==> src/rtl/simple_dma_video_out.sv <==
// ----------------------------------------------------------------------------
// simple_dma_video_out
//
// Video timing generator and pixel output stage that sits directly after the
// SDRAM DMA read engine. It runs horizontal/vertical counters, strobes one
// pixel read per active pixel into the DMA engine, and re-times the returned
// pixel so that pixel, data-enable and both syncs leave on the same edge.
//
// Handshake: there is no ready. pix_rd_o high in cycle N is a read request
// that the DMA engine must honour; pix_data_i is taken as valid in cycle
// N+1, and the pixel appears on pix_o (with de_o high) in cycle N+2.
//
// Ports
//   clk_i          single clock
//   rst_i          asynchronous, active-high reset
//   en_i           run request (level); a frame in flight always completes
//   pix_rd_o       pixel read strobe to the DMA engine (combinational decode)
//   pix_data_i     pixel from the DMA engine, valid 1 cycle after pix_rd_o
//   frame_start_o  one-cycle pulse on the first pixel read of each frame
//   hsync_o        horizontal sync, active level HSYNC_POL
//   vsync_o        vertical sync, active level VSYNC_POL
//   de_o           data enable
//   pix_o          output pixel, forced to 0 while de_o is low
// ----------------------------------------------------------------------------
module simple_dma_video_out #(
    parameter int   H_ACTIVE  = 640,
    parameter int   H_FP      = 16,
    parameter int   H_SYNC    = 96,
    parameter int   H_BP      = 48,
    parameter int   V_ACTIVE  = 480,
    parameter int   V_FP      = 10,
    parameter int   V_SYNC    = 2,
    parameter int   V_BP      = 33,
    parameter logic HSYNC_POL = 1'b0,
    parameter logic VSYNC_POL = 1'b0,
    parameter int   PIX_W     = 16
) (
    input  logic             clk_i,
    input  logic             rst_i,
    input  logic             en_i,
    output logic             pix_rd_o,
    input  logic [PIX_W-1:0] pix_data_i,
    output logic             frame_start_o,
    output logic             hsync_o,
    output logic             vsync_o,
    output logic             de_o,
    output logic [PIX_W-1:0] pix_o
);

    localparam int H_TOTAL = H_ACTIVE + H_FP + H_SYNC + H_BP;
    localparam int V_TOTAL = V_ACTIVE + V_FP + V_SYNC + V_BP;
    localparam int HCW     = $clog2(H_TOTAL);
    localparam int VCW     = $clog2(V_TOTAL);

    localparam logic [HCW-1:0] H_LAST     = HCW'(H_TOTAL - 1);
    localparam logic [HCW-1:0] H_ACT_END  = HCW'(H_ACTIVE);
    localparam logic [HCW-1:0] H_SYNC_BEG = HCW'(H_ACTIVE + H_FP);
    localparam logic [HCW-1:0] H_SYNC_END = HCW'(H_ACTIVE + H_FP + H_SYNC);
    localparam logic [VCW-1:0] V_LAST     = VCW'(V_TOTAL - 1);
    localparam logic [VCW-1:0] V_ACT_END  = VCW'(V_ACTIVE);
    localparam logic [VCW-1:0] V_SYNC_BEG = VCW'(V_ACTIVE + V_FP);
    localparam logic [VCW-1:0] V_SYNC_END = VCW'(V_ACTIVE + V_FP + V_SYNC);

    typedef enum logic {
        IDLE = 1'b0,
        RUN  = 1'b1
    } state_t;

    state_t           state_q, state_d;
    logic [HCW-1:0]   h_cnt_q, h_cnt_d;
    logic [VCW-1:0]   v_cnt_q, v_cnt_d;

    // Stage 1: registered region decodes
    logic             act_s1_q, act_s1_d;
    logic             hs_s1_q,  hs_s1_d;
    logic             vs_s1_q,  vs_s1_d;

    // Stage 2: output registers
    logic             de_q,    de_d;
    logic             hsync_q, hsync_d;
    logic             vsync_q, vsync_d;
    logic [PIX_W-1:0] pix_q,   pix_d;

    logic             running;
    logic             active_c;
    logic             hs_reg_c;
    logic             vs_reg_c;

    // ------------------------------------------------------------------
    // State machine and counters
    // ------------------------------------------------------------------
    always_comb begin
        state_d = state_q;
        h_cnt_d = h_cnt_q;
        v_cnt_d = v_cnt_q;
        case (state_q)
            IDLE: begin
                h_cnt_d = '0;
                v_cnt_d = '0;
                if (en_i) begin
                    state_d = RUN;
                end
            end
            RUN: begin
                if (h_cnt_q == H_LAST) begin
                    h_cnt_d = '0;
                    if (v_cnt_q == V_LAST) begin
                        // End of frame: the only point where en_i is honoured.
                        // With en_i high the next frame follows with no gap.
                        v_cnt_d = '0;
                        if (!en_i) begin
                            state_d = IDLE;
                        end
                    end else begin
                        v_cnt_d = v_cnt_q + VCW'(1);
                    end
                end else begin
                    h_cnt_d = h_cnt_q + HCW'(1);
                end
            end
            default: begin
                state_d = IDLE;
                h_cnt_d = '0;
                v_cnt_d = '0;
            end
        endcase
    end

    // ------------------------------------------------------------------
    // Region decodes (gated by RUN so IDLE is inactive everywhere)
    // ------------------------------------------------------------------
    always_comb begin
        running  = (state_q == RUN);
        active_c = running && (h_cnt_q < H_ACT_END) && (v_cnt_q < V_ACT_END);
        hs_reg_c = running && (h_cnt_q >= H_SYNC_BEG) && (h_cnt_q < H_SYNC_END);
        vs_reg_c = running && (v_cnt_q >= V_SYNC_BEG) && (v_cnt_q < V_SYNC_END);
    end

    assign pix_rd_o      = active_c;
    assign frame_start_o = running && (h_cnt_q == '0) && (v_cnt_q == '0);

    // ------------------------------------------------------------------
    // Two-stage output pipeline. Stage 1 lines up with the DMA's one-cycle
    // read latency, so pix_data_i is captured while act_s1_q marks it valid.
    // ------------------------------------------------------------------
    always_comb begin
        act_s1_d = active_c;
        hs_s1_d  = hs_reg_c;
        vs_s1_d  = vs_reg_c;
        de_d     = act_s1_q;
        hsync_d  = hs_s1_q ? HSYNC_POL : ~HSYNC_POL;
        vsync_d  = vs_s1_q ? VSYNC_POL : ~VSYNC_POL;
        pix_d    = act_s1_q ? pix_data_i : '0;
    end

    always_ff @(posedge clk_i or posedge rst_i) begin
        if (rst_i) begin
            state_q  <= IDLE;
            h_cnt_q  <= '0;
            v_cnt_q  <= '0;
            act_s1_q <= 1'b0;
            hs_s1_q  <= 1'b0;
            vs_s1_q  <= 1'b0;
            de_q     <= 1'b0;
            hsync_q  <= ~HSYNC_POL;
            vsync_q  <= ~VSYNC_POL;
            pix_q    <= '0;
        end else begin
            state_q  <= state_d;
            h_cnt_q  <= h_cnt_d;
            v_cnt_q  <= v_cnt_d;
            act_s1_q <= act_s1_d;
            hs_s1_q  <= hs_s1_d;
            vs_s1_q  <= vs_s1_d;
            de_q     <= de_d;
            hsync_q  <= hsync_d;
            vsync_q  <= vsync_d;
            pix_q    <= pix_d;
        end
    end

    assign de_o    = de_q;
    assign hsync_o = hsync_q;
    assign vsync_o = vsync_q;
    assign pix_o   = pix_q;

endmodule

==> config.mk <==
export PLATFORM = sky130hd
export DESIGN_NAME = simple_dma_video_out
export DESIGN_NICKNAME = d
export VERILOG_FILES = /design/src/rtl/simple_dma_video_out.sv
export SDC_FILE = /design/constraint.sdc
export NUM_CORES = 1
export LEC_CHECK = 0
export ABC_AREA = 1
export BUFFER_PORTS_ARGS = -buffer_cell sky130_fd_sc_hd__clkbuf_2
export CAP_MARGIN = 20
export CORE_MARGIN = 3
export CORE_UTILIZATION = 59
export DETAILED_ROUTE_END_ITERATION = 10
export GPL_TIMING_DRIVEN = 1
export HOLD_SLACK_MARGIN = 0.06
export MAX_ROUTING_LAYER = met4
export PLACE_DENSITY_LB_ADDON = 0.25
export SLEW_MARGIN = 10
export SYNTH_ARGS = -nofsm -noshare
export SYNTH_HDL_FRONTEND = slang
export SYNTH_SLANG_ARGS = --single-unit
==> constraint.sdc <==
create_clock -name clk_i -period 2.4 [get_ports clk_i]
set_input_delay 0.48 -clock clk_i [delete_from_list [all_inputs] [get_ports clk_i]]
set_output_delay 0.48 -clock clk_i [all_outputs]
set_load 0.02 [all_outputs]
==> impl_results.md <==
- RSZ-0062 raised after global routing: no
- Post-synthesis simple-gate area fraction: 34.8%
- Critical Path Sink Type: primary output
- Worst-Skew Late Latency: 290 ps
- Tightest Pin Transition: 534 ps
- Mapped Nets: 278
- Chip width: 66.5 um
- Synth Area in XOR/XNOR: 0.405%
- Largest net degree at the start of global routing: 44
- Syn_area_per_cell: 8.48 um^2
- Cells after Synth: 255
- Vias in the first global route: 1,554
- Worst flop-to-flop path endpoint: running
- Fin. Hold Viols: 0
- IO buf count: 39
- Placer Congestion: 0.871
- Max VDD drop: 288 uV
- Synth area leader: dfrtp_1
- CTS Buffer Depth: 2
- FF+latch area: 1080 um^2
- R2r setup slk: 780 ps
- Post-CTS setup repair buffer count: 0
- Final instance count without filler cells: 343
- Num CTS Buffers: 5
- Setup Viol. Count Final: 0
- Reg2reg path depth: 6
- Starting Density: 62.8%
- Initial antenna violation count: 0
- Routed vias: 1,715
- F_max: 0.488 GHz
- CP Launch Point: h_cnt_q[0]
- Final hold slack: 298 ps
- Filler instances: 280
- Pwr dens: 580 nW/um^2
- Crit path DAT: 1570 ps
- Core Area: 3440 um^2
- I/O pins: 40
- First-pass iteration count of the detailed router: 4
- Worst-path clk slew: 80 ps
- Synthesized-area fraction occupied by adder cells: 2.31%
- Multi-input gate area: 860 um^2
- Clock period minus worst slack: 2050 ps
- # rows: 21
- Max Slew Vio Count: 0
- Worst setup SP type: flip-flop
- Layout overhead on the synthesized area: 16.5%
- Initial drt markers: 102
- TritonCTS sink count: 43
- Post-synthesis mux area share: 0%
- Remaining DRCs: 0
- Kind of critical path: reg -> out
- Layout cells sized above 1: 25.6%
- Routed len/inst: 11.7 um
- Worst Hold Class: in -> async
- Combinational family with the most area after synthesis: simple AND/OR/NAND/NOR gates
- Top cells by area, synth: dfrtp_1, nand2_1, inv_1, nand3_2, nand3_1
- Pleak: 1.42 nW
- Yosys top cell area share: 47.5%
- Worst setup path endpoint: frame_start_o
- DRT antenna net count: 0
- Hpwl dp: 2.92 mm
- #FFs+latches synth: 43
- Placed cells: 335
- Post-CTS sizing: 0
- Max Cap Violations: 0
- Slew margin rel.: 64.4%
- Setup tns final: 0 ps
- H-tree lvl count: 2
- CTS Root Cell: clkbuf_8
- WL final: 4.00 mm
- Synthesized area: 2160 um^2
- Fin nets: 319
- Die area: 4430 um^2
- Die Y: 66.5 um
- Crit-path max FO: 4
- DR vias/cell: 5.00
- Yosys warnings: 0
- Period utilisation layout: 85.4%
- Total grt overflow: 0
- Cts hold-fix bufs: 0
- CTS tree: done
- Synth Area in Compound Gates: 2.20%
- Setup Skew: 4.94 ps
- Register area share after synthesis: 49.9%
- First-pass GRT wire length: 6.83 mm
- Synth cell types: 28
- Status: finished clean
- Total GRT Usage: 21.0%
- CP required: 1920 ps
- Reg2reg start: h_cnt_q[0]
- # diodes: 0
-- cells in the mapped netlist --
library cell  count
nor3b_1           1
nand3b_1          1
nand4_1           9
clkbuf_1          1
a21oi_1           6
xor2_1            1
nand4_4           1
nor2_4            4
ha_1              4
and3_2            1
nor3_1            6
inv_1            45
buf_2             5
inv_2             1
nor2_8            1
nor2_2            3
nor2_1           18
nand2_2           4
nand3_1          18
nor4_1            1
o21ai_0           2
a211oi_1          1
buf_6             2
dfrtp_1          41
nand2_1          65
and3_1            1
dfstp_2           2
nand3_2          10
-- routing by layer --
metal	up-vias	global-route usage (%)	part of all wire, %
met5	-	-	0
met4	0	7.61	1.0
met3	4	3.71	6.0
met2	53	32.5	47
met1	783	28.0	46
li1	875	-	-
-- power by group --
group / leakage [nW] / total (mW) / internal (mW) / switching, mW
Combinational: 0.829 / 0.0722 / 0.0255 / 0.0467
Clock: 0.0654 / 0.648 / 0.416 / 0.232
Sequential: 0.527 / 0.741 / 0.738 / 0.00355
-- registers in the layout, summed over array words and instances (netlist names) --
signal and count:
pix_o 16, h_cnt_q 10, v_cnt_q 10, act_s1_q 1, de_o 1, hs_s1_q 1
hsync_o 1, running 1, vs_s1_q 1, vsync_o 1
-- how the worst min path moves through the flow --
stage,endpoint,cells after the start
floorplan,hsync_o,1
global placement,vsync_o,1
detailed placement,vsync_o,1
CTS,v_cnt_q[7],3
global route,v_cnt_q[4],3
finish,pix_o[12],3
-- layout make-up --
class / instances / share of cell area (%)
Clock buffer: 6 / 2.88
Multi-Input combinational cell: 158 / 34.1
Sequential cell: 43 / 42.8
Timing Repair Buffer: 42 / 8.64
Clock inverter: 2 / 2.38
Inverter: 46 / 6.86
Tap cell: 46 / 2.29
-- logic make-up after synthesis --
kind of cell | count (synthesis)
compound gates | 9
xor+xnor | 1
fa+ha+maj | 4
buf+inv | 54
flops | 43
simple gates | 144
-- worst max-delay path: stages, from the launching register on --
cell and delay [ps]:
dfrtp_1 410, inv_1 70, ha_1 140, nand2_1 50, nor3_1 170, nand3_1 100
nor3_1 140, clkbuf_2 200
-- through the flow --
| step | setup slack (ps) | util [%] | cell area (um^2) | total power [mW] |
|---|---|---|---|---|
| 2_1_floorplan | 638 | - | 2160 | 0.794 |
| 3_3_place_gp | 690 | 69.3 | 2390 | 0.827 |
| 3_5_place_dp | 658 | 69.3 | 2390 | 0.830 |
| 4_1_cts | 323 | 73.2 | 2520 | 1.48 |
| 5_1_grt | 192 | 73.2 | 2520 | 1.51 |
| 6_report | 350 | 73.2 | 2520 | 1.46 |
-- placed cells by master (no fill, tap or decap), types with 4 or more instances in the layout --
| master | instances |
|---|---|
| nand2_1 | 65 |
| inv_1 | 45 |
| dfrtp_1 | 41 |
| clkbuf_2 | 39 |
| nor2_1 | 18 |
| nand3_1 | 18 |
| nand3_2 | 10 |
| nand4_1 | 9 |
| a21oi_1 | 6 |
| nor3_1 | 6 |
| clkbuf_8 | 5 |
| nor2_4 | 4 |
| nand2_2 | 4 |
| ha_1 | 4 |
Power figures use the tool's default switching activity.
